`src/rtl/ctrl_pkg.sv`:
```
// Shared opcodes, control enums and the execute control bundle for the decode stage.
package ctrl_pkg;

    localparam logic [6:0] OP_LOAD   = 7'b0000011;
    localparam logic [6:0] OP_STORE  = 7'b0100011;
    localparam logic [6:0] OP_OP     = 7'b0110011;
    localparam logic [6:0] OP_IMM    = 7'b0010011;
    localparam logic [6:0] OP_BRANCH = 7'b1100011;
    localparam logic [6:0] OP_JAL    = 7'b1101111;
    localparam logic [6:0] OP_JALR   = 7'b1100111;
    localparam logic [6:0] OP_LUI    = 7'b0110111;
    localparam logic [6:0] OP_AUIPC  = 7'b0010111;
    localparam logic [6:0] OP_IMM_32 = 7'b0011011;
    localparam logic [6:0] OP_OP_32  = 7'b0111011;

    localparam logic [6:0] F7_MULDIV = 7'b0000001;

    typedef enum logic [3:0] {
        AluAdd   = 4'd0,
        AluSub   = 4'd1,
        AluAnd   = 4'd2,
        AluOr    = 4'd3,
        AluXor   = 4'd4,
        AluSlt   = 4'd5,
        AluSltu  = 4'd6,
        AluSll   = 4'd7,
        AluSrl   = 4'd8,
        AluSra   = 4'd9,
        AluPassB = 4'd10
    } alu_ctrl_e;

    typedef enum logic [1:0] {
        ResAlu    = 2'b00,
        ResMem    = 2'b01,
        ResPc4    = 2'b10,
        ResMulDiv = 2'b11
    } result_src_e;

    typedef struct packed {
        logic        reg_write;
        result_src_e result_src;
        logic        mem_write;
        logic        jump;
        logic        branch;
        alu_ctrl_e   alu_ctrl;
        logic        alu_src;
        logic        src_a_pc;
        logic        jump_reg;
        logic        is_word_op;
        logic        is_muldiv;
        logic        illegal;
    } ctrl_bundle_t;

    // alt is funct7[5]; sub_ok is clear for immediates, where funct3=000 is always ADD.
    function automatic alu_ctrl_e alu_from_funct3(input logic [2:0] funct3, input logic alt,
                                                  input logic sub_ok);
        alu_ctrl_e op;
        case (funct3)
            3'b000:  op = (alt && sub_ok) ? AluSub : AluAdd;
            3'b001:  op = AluSll;
            3'b010:  op = AluSlt;
            3'b011:  op = AluSltu;
            3'b100:  op = AluXor;
            3'b101:  op = alt ? AluSra : AluSrl;
            3'b110:  op = AluOr;
            default: op = AluAnd;
        endcase
        return op;
    endfunction

endpackage

```
`src/rtl/ctrl_decode_comb.sv`:
```
// Combinational decode of one instruction word into the execute control bundle.
module ctrl_decode_comb
    import ctrl_pkg::*;
#(
    parameter int unsigned XLEN     = 32,
    parameter bit          ENABLE_M = 1'b1
) (
    input  logic [31:0]  i_instr,
    output ctrl_bundle_t o_ctrl,
    output logic         o_dec_muldiv
);

    localparam bit WordOk = (XLEN == 32'd64);

    logic [6:0]   w_opcode;
    logic [2:0]   w_funct3;
    logic [6:0]   w_funct7;
    logic         w_is_word;
    logic         w_illegal;
    ctrl_bundle_t w_ctrl;
    logic         w_unused_fields;

    assign w_opcode        = i_instr[6:0];
    assign w_funct3        = i_instr[14:12];
    assign w_funct7        = i_instr[31:25];
    assign w_is_word       = (w_opcode == OP_OP_32) || (w_opcode == OP_IMM_32);
    assign w_unused_fields = ^{i_instr[24:15], i_instr[11:7]};

    always_comb begin
        w_ctrl    = '0;
        w_illegal = 1'b0;
        case (w_opcode)
            OP_LOAD: begin
                w_ctrl.reg_write  = 1'b1;
                w_ctrl.result_src = ResMem;
                w_ctrl.alu_src    = 1'b1;
                w_ctrl.alu_ctrl   = AluAdd;
            end
            OP_STORE: begin
                w_ctrl.mem_write = 1'b1;
                w_ctrl.alu_src   = 1'b1;
                w_ctrl.alu_ctrl  = AluAdd;
            end
            OP_OP, OP_OP_32: begin
                if (w_is_word && !WordOk) begin
                    w_illegal = 1'b1;
                end else if (w_funct7 == F7_MULDIV) begin
                    if (!ENABLE_M) begin
                        w_illegal = 1'b1;
                    end else begin
                        w_ctrl.reg_write  = 1'b1;
                        w_ctrl.result_src = ResMulDiv;
                        w_ctrl.is_muldiv  = 1'b1;
                    end
                end else begin
                    w_ctrl.reg_write = 1'b1;
                    w_ctrl.alu_ctrl  = alu_from_funct3(w_funct3, w_funct7[5], 1'b1);
                end
                w_ctrl.is_word_op = w_is_word;
            end
            OP_IMM, OP_IMM_32: begin
                if (w_is_word && !WordOk) begin
                    w_illegal = 1'b1;
                end else begin
                    w_ctrl.reg_write = 1'b1;
                    w_ctrl.alu_src   = 1'b1;
                    w_ctrl.alu_ctrl  = alu_from_funct3(w_funct3, w_funct7[5], 1'b0);
                end
                w_ctrl.is_word_op = w_is_word;
            end
            OP_BRANCH: begin
                w_ctrl.branch = 1'b1;
                case (w_funct3[2:1])
                    2'b00:   w_ctrl.alu_ctrl = AluSub;
                    2'b10:   w_ctrl.alu_ctrl = AluSlt;
                    2'b11:   w_ctrl.alu_ctrl = AluSltu;
                    default: w_illegal = 1'b1;
                endcase
            end
            OP_JAL: begin
                w_ctrl.jump       = 1'b1;
                w_ctrl.reg_write  = 1'b1;
                w_ctrl.result_src = ResPc4;
            end
            OP_JALR: begin
                w_ctrl.jump       = 1'b1;
                w_ctrl.jump_reg   = 1'b1;
                w_ctrl.reg_write  = 1'b1;
                w_ctrl.result_src = ResPc4;
                w_ctrl.alu_src    = 1'b1;
                w_ctrl.alu_ctrl   = AluAdd;
            end
            OP_LUI: begin
                w_ctrl.reg_write = 1'b1;
                w_ctrl.alu_src   = 1'b1;
                w_ctrl.alu_ctrl  = AluPassB;
            end
            OP_AUIPC: begin
                w_ctrl.reg_write = 1'b1;
                w_ctrl.alu_src   = 1'b1;
                w_ctrl.src_a_pc  = 1'b1;
                w_ctrl.alu_ctrl  = AluAdd;
            end
            default: w_illegal = 1'b1;
        endcase
    end

    // An illegal encoding carries only the flag so nothing downstream acts on it.
    always_comb begin
        o_ctrl = w_ctrl;
        if (w_illegal) begin
            o_ctrl         = '0;
            o_ctrl.illegal = 1'b1;
        end
    end

    assign o_dec_muldiv = w_ctrl.is_muldiv && !w_illegal;

endmodule

```
`src/rtl/ctrl_decode_stage.sv`:
```
// Decode stage: single-entry registered control bundle with valid/ready on both sides
// and issue throttling for the non-pipelined mul/div unit.
module ctrl_decode_stage
    import ctrl_pkg::*;
#(
    parameter int unsigned XLEN       = 32,
    parameter bit          ENABLE_M   = 1'b1,
    parameter int unsigned MULDIV_LAT = 4
) (
    input  logic        clk,
    input  logic        rst_n,
    input  logic        flush_i,
    input  logic        in_valid_i,
    output logic        in_ready_o,
    input  logic [31:0] instr_i,
    output logic        out_valid_o,
    input  logic        out_ready_i,
    output logic [31:0] instr_o,
    output logic        reg_write_o,
    output logic [1:0]  result_src_o,
    output logic        mem_write_o,
    output logic        jump_o,
    output logic        branch_o,
    output logic [3:0]  alu_ctrl_o,
    output logic        alu_src_o,
    output logic        src_a_pc_o,
    output logic        jump_reg_o,
    output logic        is_word_op_o,
    output logic        is_muldiv_o,
    output logic        illegal_o
);

    localparam logic [3:0] MdLoad = 4'(MULDIV_LAT);

    if (MULDIV_LAT < 1 || MULDIV_LAT > 15) begin : g_bad_lat
        $error("MULDIV_LAT must be in 1..15");
    end

    ctrl_bundle_t w_dec;
    logic         w_dec_muldiv;
    logic         w_accept;
    logic         r_valid;
    logic [31:0]  r_instr;
    ctrl_bundle_t r_ctrl;
    logic [3:0]   r_md_cnt;

    ctrl_decode_comb #(
        .XLEN     (XLEN),
        .ENABLE_M (ENABLE_M)
    ) u_decode (
        .i_instr      (instr_i),
        .o_ctrl       (w_dec),
        .o_dec_muldiv (w_dec_muldiv)
    );

    // Only a mul/div waits on the busy counter; everything else issues freely.
    assign in_ready_o = !flush_i && (!r_valid || out_ready_i)
                        && !(w_dec_muldiv && (r_md_cnt != 4'd0));
    assign w_accept   = in_valid_i && in_ready_o;

    always_ff @(posedge clk or negedge rst_n) begin
        if (!rst_n) begin
            r_valid <= 1'b0;
            r_instr <= '0;
            r_ctrl  <= '0;
        end else if (flush_i) begin
            r_valid <= 1'b0;
        end else if (w_accept) begin
            r_valid <= 1'b1;
            r_instr <= instr_i;
            r_ctrl  <= w_dec;
        end else if (out_ready_i) begin
            r_valid <= 1'b0;
        end
    end

    always_ff @(posedge clk or negedge rst_n) begin
        if (!rst_n) begin
            r_md_cnt <= 4'd0;
        end else if (w_accept && w_dec_muldiv) begin
            r_md_cnt <= MdLoad;
        end else if (r_md_cnt != 4'd0) begin
            r_md_cnt <= r_md_cnt - 4'd1;
        end
    end

    assign out_valid_o  = r_valid;
    assign instr_o      = r_instr;
    assign reg_write_o  = r_ctrl.reg_write;
    assign result_src_o = r_ctrl.result_src;
    assign mem_write_o  = r_ctrl.mem_write;
    assign jump_o       = r_ctrl.jump;
    assign branch_o     = r_ctrl.branch;
    assign alu_ctrl_o   = r_ctrl.alu_ctrl;
    assign alu_src_o    = r_ctrl.alu_src;
    assign src_a_pc_o   = r_ctrl.src_a_pc;
    assign jump_reg_o   = r_ctrl.jump_reg;
    assign is_word_op_o = r_ctrl.is_word_op;
    assign is_muldiv_o  = r_ctrl.is_muldiv;
    assign illegal_o    = r_ctrl.illegal;

endmodule

```
`config.mk`:
```
export PLATFORM = sky130hd
export DESIGN_NAME = ctrl_decode_stage
export DESIGN_NICKNAME = d
export VERILOG_FILES = /design/src/rtl/ctrl_pkg.sv /design/src/rtl/ctrl_decode_comb.sv /design/src/rtl/ctrl_decode_stage.sv
export SDC_FILE = /design/constraint.sdc
export NUM_CORES = 1
export LEC_CHECK = 0
export CAP_MARGIN = 40
export CORE_ASPECT_RATIO = 1.75
export CORE_UTILIZATION = 30
export DETAILED_ROUTE_END_ITERATION = 8
export SLEW_MARGIN = 0
export SYNTH_ARGS = -nofsm -noshare
export SYNTH_HDL_FRONTEND = slang
export SYNTH_SLANG_ARGS = --single-unit
export TNS_END_PERCENT = 30
```
`constraint.sdc`:
```
create_clock -name clk -period 2.4 [get_ports clk]
set_clock_uncertainty 0.1 [all_clocks]
set_input_delay 0.48 -clock clk [delete_from_list [all_inputs] [get_ports clk]]
set_output_delay 0.48 -clock clk [all_outputs]
set_load 0.02 [all_outputs]
```
==> reports/qor.yml <==
critical_path:
  end_kind: "output pin"
  arrival_ps: 1770
  cp_num_buf_inv: 3
  path_cells: "dlygate4sd2_1 -> nor4_4 -> nand4_1 -> buf_4 -> nor2_4 -> nor3_1 -> buf_2"
  path_class: "in2out"
  crit_path_start_kind: "primary input"
  critical_path_required_ps: 1820
  critPathMaxStageDelay_ps: 310
  crit_family: "simple AND/OR/NAND/NOR gates"
  slowest_stage: "nor4_4"
  path_max_fanout: 2
logic_synthesis:
  synth-seq-cells: 53
  synth_cells: 196
  yosysMostFrequentCell: "dfrtp_1"
  synth_common_cells: "53 x dfrtp_1, 30 x mux2_1, 19 x nand2_1, 11 x o21ai_1, 10 x nor2_1"
  syn_nets: 234
  synth_area_leaders: "dfrtp_1 57%, mux2_1 14%, nand2_1 3.0%, o21ai_1 2.3%, nor2b_1 2.1%"
  syn-cell-area_um2: 2346
  seq_area_frac_synth_pct: 56.53
  ys_async_sr_fraction_pct: 100.0
  synth_cell_types: 42
  syn_avg_cell_area_um2: 11.97
  synth_top_area_share_pct: 56.53
  ys.warnings.count: 0
  synth_area_leader_cell: "dfrtp_1"
  synth_edf_count: 0
  ys.flop_type: "dfrtp_1"
floorplan:
  core-area_um2: 7567
  fp-row-count: 42
  die-area_um2: 8191
  die_h_um: 119.0
  die_w_um: 68.85
  start_util_pct: 31.00
  pin_count: 87
clocking:
  clkSinkCount: 53
  clock_latency_ps: 300
  cts_tree: "built"
  cts.path.max_buffers: 2
  h-tree-depth: 2
  clock-root-buffer: "clkbuf_16"
  cts-buffers-inserted: 5
  clk_pin_slew_ps: 70
pwr:
  clockPowerShare_pct: 30.9
  power_frac_comb_pct: 27.8
  p_int_w: 0.001897
  p_per_area_nw_per_um2: 703.3
  power_switching_w: 0.0007574
  ir_drop_mv: 0.4831
  switching_share_pct: 28.53
  power.leakage_nw: 1.636
  power.total_w: 0.002655
  seqPwrFrac_pct: 41.2
outcome:
  status: "complete, no violations"
global_routing:
  overflow: 0
  grt_pass1_wl_um: 10090
  grt_pass1_vias: 2034
  grtUsageTotal_pct: 16.62
  antenna_found_initial: 0
  grt_max_degree: 54
route:
  antenna_left: 0
  route.detailed.drc: 0
  firstDrtPassIters: 4
  drtIter0Drc: 70
  vias: 1963
  wl_per_cell_um: 15.00
  wl_um: 6047
  drt-vias-per-instance: 4.871
final_layout:
  drive_gt1_share_pct: 16.83
  fin_nets: 352
  areaGrowthSynthToFinish_pct: 60.91
  n_antenna_cell: 0
  finish.utilization_pct: 49.88
timing:
  timing.final.crit_share_pct: 97.72
  worst_pin_slew_ps: 681.0
  fin_crit_ps: 2345
  setup_violations: 0
  slew_headroom_pct: 54.60
  hold_viol: 0
  fmax_mhz: 426.4
  final_max_slew_viol_count: 0
  fin_tns_setup_ps: 0
job:
  cap_viol_max_count: 0
placement:
  gp_congestion: 0.8296
  place_hpwl_um: 4405
  port_buffers: 86
min_path:
  hold_path.class: "in2async"
logic make-up after synthesis:
family	share of synthesized area [%]
buffers and inverters	2.400
AND/OR/NAND/NOR	13.65
flip-flops	56.53
multiplexers	15.84
XOR/XNOR	0.3734
adder cells (fa/ha/maj)	0.5332
AO/OA/AOI/OAI	10.67
power groups by stage:
| stage | Sequential, W | Combinational [W] | Clock [W] |
|---|---|---|---|
| 2_1_floorplan | 0.00122 | 0.000225 | 0 |
| 3_3_place_gp | 0.00110 | 0.000717 | 0 |
| 3_5_place_dp | 0.00111 | 0.000726 | 0 |
| 4_1_cts | 0.00110 | 0.000745 | 0.000848 |
| 5_1_grt | 0.00111 | 0.000801 | 0.000876 |
| 6_report | 0.00110 | 0.000739 | 0.000821 |
area by class of cell:
cell class | count | area (um^2)
Fill cell | 724 | 3792
Sequential cell | 53 | 1326
Timing Repair Buffer | 119 | 1154
Multi-Input combinational cell | 132 | 1002
Clock buffer | 5 | 125.1
Tap cell | 88 | 110.1
Clock inverter | 3 | 46.29
Inverter | 3 | 11.26
state kept, by name, indices dropped and copies added, names as in the netlist, 2 cells and up:
| register | count |
|---|---|
| r_md_cnt | 4 |
| alu_ctrl_o | 4 |
| result_src_o | 2 |
| instr_o | 32 |
cell usage in the layout, fill, tap and decap left out, types with 2 or more instances in the layout:
master and instances:
clkdlybuf4s50_1 71, nor3_1 4, nor2_1 9, buf_4 28
dlygate4sd2_1 11, buf_12 3, o21ai_1 11, mux2_1 30
a21o_1 2, nand2b_1 4, nand3_1 3, nor2b_1 7
a21oi_1 5, dfrtp_1 53, clkbuf_16 5, and3_1 3
buf_2 2, a21boi_0 2, inv_1 3, nand2_1 19
mux2_2 3, o31ai_1 5
per-stage QoR:
stage	instances	cell area [um^2]	hold WS, ps	setup slack (ps)
finish	403	3775	180.8	54.61
global route	403	3775	273.7	-1.269
CTS	400	3745	234.0	13.91
detailed placement	386	3472	364.3	-526.7
global placement	386	3472	361.7	-517.1
floorplan	196	2346	84.41	267.0
routing by layer:
layer	wire, um	vias up	GRT usage (%)
met5	0	-	0
met4	138	0	6.888
met3	291	8	4.215
met2	3210	56	26.94
met1	2407	957	20.20
li1	-	942	-
path summary, 6_finish.rpt:
kind | start | endpoint | slack [ps] | depth (start not counted)
min | rst_n | instr_o[27] | 180 | 2
max in group asynchronous | rst_n | alu_ctrl_o[0] | 1530 | 2
max reg2reg | r_md_cnt[0] | mem_write_o | 250 | 8
min in group clk | branch_o | branch_o | 370 | 2
min reg2reg | branch_o | branch_o | 370 | 2
max | instr_i[27] | in_ready_o | 50 | 7
timing repair:
action	in CTS	in global routing
setup endpoints to repair	42	41
gates cloned	1	0
setup buffers	5	3
pin swaps	6	4
hold buffers	0	0
gates resized for setup	25	3
(Power assumes the default switching activity.)
